$ cat src/rtl/bip_pkg.sv
// Shared opcodes, FSM state encoding and accumulator-select codes for the BIP control unit.
package bip_pkg;

    // 5-bit opcodes, instr[15:11]; anything not listed decodes as NOP
    localparam logic [4:0] OP_HLT  = 5'b00000;
    localparam logic [4:0] OP_STO  = 5'b00001;
    localparam logic [4:0] OP_LD   = 5'b00010;
    localparam logic [4:0] OP_LDI  = 5'b00011;
    localparam logic [4:0] OP_ADD  = 5'b00100;
    localparam logic [4:0] OP_ADDI = 5'b00101;
    localparam logic [4:0] OP_SUB  = 5'b00110;
    localparam logic [4:0] OP_SUBI = 5'b00111;

    typedef enum logic [1:0] {
        FETCH = 2'b00,
        EXEC  = 2'b01,
        HALT  = 2'b10
    } state_e;

    // Accumulator input selector codes
    localparam logic [1:0] SELA_RAM = 2'b00;
    localparam logic [1:0] SELA_IMM = 2'b01;
    localparam logic [1:0] SELA_ALU = 2'b10;

endpackage

$ cat src/rtl/bip_instruction_decoder.sv
// Combinational opcode decode into datapath strobes and selects, gated by the EXEC qualifier.
module bip_instruction_decoder
    import bip_pkg::*;
(
    input  logic [4:0] i_opcode,
    input  logic       i_exec,
    output logic       o_sel_b,
    output logic [1:0] o_sel_a,
    output logic       o_op,
    output logic       o_wr_acc,
    output logic       o_rd_ram,
    output logic       o_wr_ram
);

    // Map opcode to strobes; everything stays 0 outside EXEC and for HLT/NOP
    always_comb begin
        o_sel_b  = 1'b0;
        o_sel_a  = SELA_RAM;
        o_op     = 1'b0;
        o_wr_acc = 1'b0;
        o_rd_ram = 1'b0;
        o_wr_ram = 1'b0;
        if (i_exec) begin
            case (i_opcode)
                OP_STO: begin
                    o_wr_ram = 1'b1;
                end
                OP_LD: begin
                    o_rd_ram = 1'b1;
                    o_wr_acc = 1'b1;
                    o_sel_a  = SELA_RAM;
                end
                OP_LDI: begin
                    o_wr_acc = 1'b1;
                    o_sel_a  = SELA_IMM;
                end
                OP_ADD, OP_SUB: begin
                    o_rd_ram = 1'b1;
                    o_sel_b  = 1'b0;
                    o_op     = (i_opcode == OP_SUB);
                    o_sel_a  = SELA_ALU;
                    o_wr_acc = 1'b1;
                end
                OP_ADDI, OP_SUBI: begin
                    o_sel_b  = 1'b1;
                    o_op     = (i_opcode == OP_SUBI);
                    o_sel_a  = SELA_ALU;
                    o_wr_acc = 1'b1;
                end
                default: ;
            endcase
        end
    end

endmodule

$ cat src/rtl/bip_control_unit.sv
// BIP control unit: FETCH/EXEC/HALT sequencer, program counter, run-cycle counter
// and operand sign extension around the combinational instruction decoder.
module bip_control_unit
    import bip_pkg::*;
#(
    parameter int PC_W   = 11,
    parameter int DATA_W = 16,
    parameter int ADDR_W = 11,
    parameter int CNT_W  = 16
) (
    input  logic              clk,
    input  logic              reset,
    input  logic [DATA_W-1:0] instr_in,
    output logic [PC_W-1:0]   pc_addr,
    output logic [ADDR_W-1:0] data_addr,
    output logic [DATA_W-1:0] imm_ext,
    output logic              sel_b,
    output logic [1:0]        sel_a,
    output logic              op,
    output logic              wr_acc,
    output logic              rd_ram,
    output logic              wr_ram,
    output logic              halted,
    output logic [CNT_W-1:0]  cycle_count
);

    state_e             r_state;
    state_e             w_state_next;
    logic [PC_W-1:0]    r_pc;
    logic [CNT_W-1:0]   r_cnt;
    logic               r_halted;
    logic [4:0]         w_opcode;
    logic               w_exec;

    assign w_opcode  = instr_in[DATA_W-1 -: 5];
    assign w_exec    = (r_state == EXEC);
    assign data_addr = instr_in[ADDR_W-1:0];
    assign imm_ext   = {{(DATA_W-ADDR_W){instr_in[ADDR_W-1]}}, instr_in[ADDR_W-1:0]};

    assign pc_addr     = r_pc;
    assign cycle_count = r_cnt;
    assign halted      = r_halted;

    // State register
    always_ff @(posedge clk or posedge reset) begin
        if (reset) begin
            r_state <= FETCH;
        end else begin
            r_state <= w_state_next;
        end
    end

    // Next state: two-cycle instruction, HLT parks the machine until reset
    always_comb begin
        w_state_next = r_state;
        case (r_state)
            FETCH:   w_state_next = EXEC;
            EXEC:    w_state_next = (w_opcode == OP_HLT) ? HALT : FETCH;
            HALT:    w_state_next = HALT;
            default: w_state_next = FETCH;
        endcase
    end

    // PC advances at the end of EXEC, except on HLT so it keeps pointing at the HLT
    always_ff @(posedge clk or posedge reset) begin
        if (reset) begin
            r_pc <= '0;
        end else if (w_exec && (w_opcode != OP_HLT)) begin
            r_pc <= r_pc + PC_W'(1);
        end
    end

    // Halted flag mirrors the registered HALT state
    always_ff @(posedge clk or posedge reset) begin
        if (reset) begin
            r_halted <= 1'b0;
        end else begin
            r_halted <= (w_state_next == HALT);
        end
    end

    // Run-cycle counter: counts non-HALT cycles and saturates at all-ones
    always_ff @(posedge clk or posedge reset) begin
        if (reset) begin
            r_cnt <= '0;
        end else if ((r_state != HALT) && (r_cnt != '1)) begin
            r_cnt <= r_cnt + CNT_W'(1);
        end
    end

    bip_instruction_decoder u_decoder (
        .i_opcode (w_opcode),
        .i_exec   (w_exec),
        .o_sel_b  (sel_b),
        .o_sel_a  (sel_a),
        .o_op     (op),
        .o_wr_acc (wr_acc),
        .o_rd_ram (rd_ram),
        .o_wr_ram (wr_ram)
    );

endmodule

$ cat config.mk
export PLATFORM = sky130hd
export DESIGN_NAME = bip_control_unit
export DESIGN_NICKNAME = d
export VERILOG_FILES = /design/src/rtl/bip_pkg.sv /design/src/rtl/bip_instruction_decoder.sv /design/src/rtl/bip_control_unit.sv
export SDC_FILE = /design/constraint.sdc
export NUM_CORES = 1
export LEC_CHECK = 0
export CAP_MARGIN = 20
export CORE_MARGIN = 8
export CORE_UTILIZATION = 44
export DETAILED_ROUTE_END_ITERATION = 12
export PLACE_DENSITY = 0.86
export SYNTH_ARGS = -nofsm -noshare
export SYNTH_HDL_FRONTEND = slang
export SYNTH_SLANG_ARGS = --single-unit
export TNS_END_PERCENT = 10
$ cat constraint.sdc
create_clock -name clk -period 3.5 [get_ports clk]
set_input_delay 0.7 -clock clk [delete_from_list [all_inputs] [get_ports clk]]
set_output_delay 0.7 -clock clk [all_outputs]
set_load 0.1 [all_outputs]
==> impl_metrics.json <==
{
  "die_area_um2": 6016,
  "pwr-share-comb_pct": 4.5,
  "grt_pass1_vias": 1309,
  "n_fill_cell": 323,
  "clockBufferDepth": 2,
  "drc_errors": 0,
  "drive_above_1_share_pct": 21.74,
  "post-route-util_pct": 56.49,
  "p_seq_share_pct": 53.3,
  "die_w_um": 77.57,
  "status": "finished, final reports clean",
  "detail_route.vias_per_cell": 5.091,
  "hold_path.class": "flip-flop to flip-flop",
  "cp_data_arrival_time_ns": 2.18,
  "postRouteAntennaNets": 0,
  "port_buffers": 41,
  "p_leak_nw": 0.9403,
  "synth_edf_count": 0,
  "cp-start-kind": "primary input",
  "slowest_delay_ns": 0.44,
  "intPower_mw": 0.5156,
  "ys_warn_count": 0,
  "die_h_um": 77.57,
  "cts.sinks": 30,
  "endpoint_kind": "output pin",
  "fin_crit_ns": 2.882,
  "core_um2": 3661,
  "clockPowerShare_pct": 42.2,
  "antenna_found_initial": 0,
  "async_flop_share_pct": 100.0,
  "hold_end": "r_state[0]$_DFF_PP0_",
  "finalHoldViolCount": 0,
  "drv_slew": 0,
  "syn_nets": 181,
  "routedWlPerCell_um": 13.89,
  "syn_to_final_growth_pct": 24.01,
  "crit_type": "primary input to output pin",
  "max-cap-violations": 0,
  "maxSlewHeadroom_pct": 34.44,
  "synthFlopType": "dfrtp_1",
  "netlist_instances": 161,
  "yosysTopAreaCellShare_pct": 45.01,
  "syn_area_um2": 1668,
  "ys_ff_latch": 30,
  "crit_chain": "clkdlybuf4s50_1, nor3_1, o21a_1, and2_1, buf_12",
  "insertion_delay_ns": 0.27,
  "place_congestion": 0.8088,
  "tns_ns": 0,
  "cpLargestDelayFamily": "buffers and inverters",
  "holdCritStartpoint": "r_state[1]$_DFF_PP0_",
  "routed_wl_um": 3223,
  "cp_max_fo": 6,
  "post_cts_resize_count": 0,
  "fin_skew_ns": 0.004092,
  "worstMarginPinSlew_ns": 0.9804,
  "regToRegSetupSlack_ns": 1.74,
  "h-tree-depth": 2,
  "grt_usage_pct": 11.41,
  "switching_share_pct": 21.39,
  "cts_tree": "yes",
  "finalSetupViolations": 0,
  "num_rows": 22,
  "reg2reg_to": "cycle_count[1]$_DFFE_PP0P_",
  "nets": 203,
  "fin_crit_sh_pct": 82.36,
  "grt_pass1_wl_um": 5692,
  "num_antenna_cells": 0,
  "r2r-start": "cycle_count[0]$_DFFE_PP0P_",
  "yosysTopAreaCell": "dfrtp_1",
  "start_util_pct": 45.56,
  "post_cts.repair.setup_buffers": 0,
  "gr-total-overflow": 0,
  "syn_avg_cell_area_um2": 10.36,
  "mostFrequentLayoutCell": "dfrtp_1",
  "whs_path_depth": 1,
  "clkTransAtPathRegs_ns": 0.06,
  "post_dp_cell_area_um2": 1977,
  "final_cell_mix": "30 x dfrtp_1, 18 x buf_4, 17 x clkdlybuf4s50_1",
  "required_ns": 2.80,
  "max_freq_mhz": 346.9,
  "dr.pass1.iters": 4,
  "drt_iter0_markers": 58,
  "final_cell_area_um2": 2068,
  "synth.yosys.seq_area_share_pct": 45.01,
  "cp_slowest_cell": "clkdlybuf4s50_1",
  "dp_hpwl_um": 2460,
  "synth.distinct_cells": 33,
  "critical_path_buf_inv_count": 2,
  "peakVddDrop_mv": 0.2243,
  "cts_made_buffers": 5,
  "p_sw_mw": 0.1403,
  "cts_root_buf": "clkbuf_8",
  "io_pins": 80,
  "synthTopCellsByArea": "dfrtp_1 45%, buf_4 12%, xor2_1 8.4%, xnor2_1 3.7%, nor3_1 3.3%",
  "rr_worst_depth": 5,
  "rsz0062_at_grt": "no",
  "hold_buffers": 0,
  "num_vias": 1181,
  "grt_max_degree": 31,
  "powerDensity_nw_per_um2": 317.2
}
==> cells in the mapped netlist (2+ instances only) <==
cell and instances:
dfrtp_1 30, and3_1 4, xnor2_1 7, buf_4 27, nor3_1 11, xor2_1 16, mux2_2 3, o31ai_1 2
ha_1 2, nand2b_1 3, nand3_1 9, nor4b_1 2, nor2_1 7, inv_1 2, nand4_1 5, nand2_1 11
and2_1 3, nor4_1 2
==> cell families after synthesis <==
group / Yosys count / synth area share, %
AOI/OAI and AO/OA: 6 / 2.626
xor gates and xnor gates: 23 / 12.08
adders and majority gates: 2 / 1.500
buffers and inverters: 29 / 12.60
DFF: 30 / 45.01
muxes: 4 / 2.925
and+or+nand+nor: 67 / 23.26
==> power groups by stage <==
stage	combinational, mW	sequential [mW]	clock (mW)
global placement	0.0300	0.356	0
CTS	0.0305	0.349	0.286
global route	0.0328	0.349	0.301
detailed placement	0.0305	0.356	0
finish	0.0298	0.349	0.277
floorplan	0.153	0.364	0
==> worst register-to-register path, cell delays in order (launching register included) <==
cell and delay [ns]:
dfrtp_1 0.40, ha_1 0.23, nand4_1 0.16, nor4_4 0.45, nor2_2 0.10, mux2_4 0.31
==> routing by layer <==
metal  up-vias  track usage (%)  wire length, um
met5         -                0                0
met4         0            5.849               42
met3         6            5.415              298
met2        53            17.69             1488
met1       548            12.85             1393
li1        574                -                -
==> how the worst max path moves through the flow <==
stage	startpoint	end	slack, ns	cells after the start
2_1_floorplan	instr_in[15]	wr_ram	0.03	2
3_3_place_gp	instr_in[15]	rd_ram	0.67	5
3_5_place_dp	instr_in[15]	wr_ram	0.58	4
4_1_cts	instr_in[15]	wr_ram	0.60	4
5_1_grt	instr_in[15]	rd_ram	0.44	5
6_report	instr_in[15]	rd_ram	0.62	5
==> flip-flops by register name, indices dropped and copies added (netlist names) <==
register     cells
cycle_count     16
r_state          2
pc_addr         11
halted           1
==> metrics by stage <==
stage	total power, mW	instances	worst slack, ns	hold WS, ns
after detailed placement	0.3860	224	0.5838	0.4580
final	0.6560	232	0.6175	0.4664
after global routing	0.6833	232	0.4412	0.4951
after CTS	0.6661	232	0.6030	0.4685
after floorplan	0.5166	161	0.02802	0.4367
after global placement	0.3855	224	0.6651	0.4599
==> area by class of cell <==
class	count	area (um2)	share of cell area, %
timing repair buffer	42	445.4	21.54
tap	48	60.06	2.904
multi-input combinational	102	713.2	34.48
clock inverter	1	5.005	0.2420
clock buffer	7	86.33	4.174
inverter	2	7.507	0.3630
sequential	30	750.7	36.30
Power figures use the tool's default switching activity.
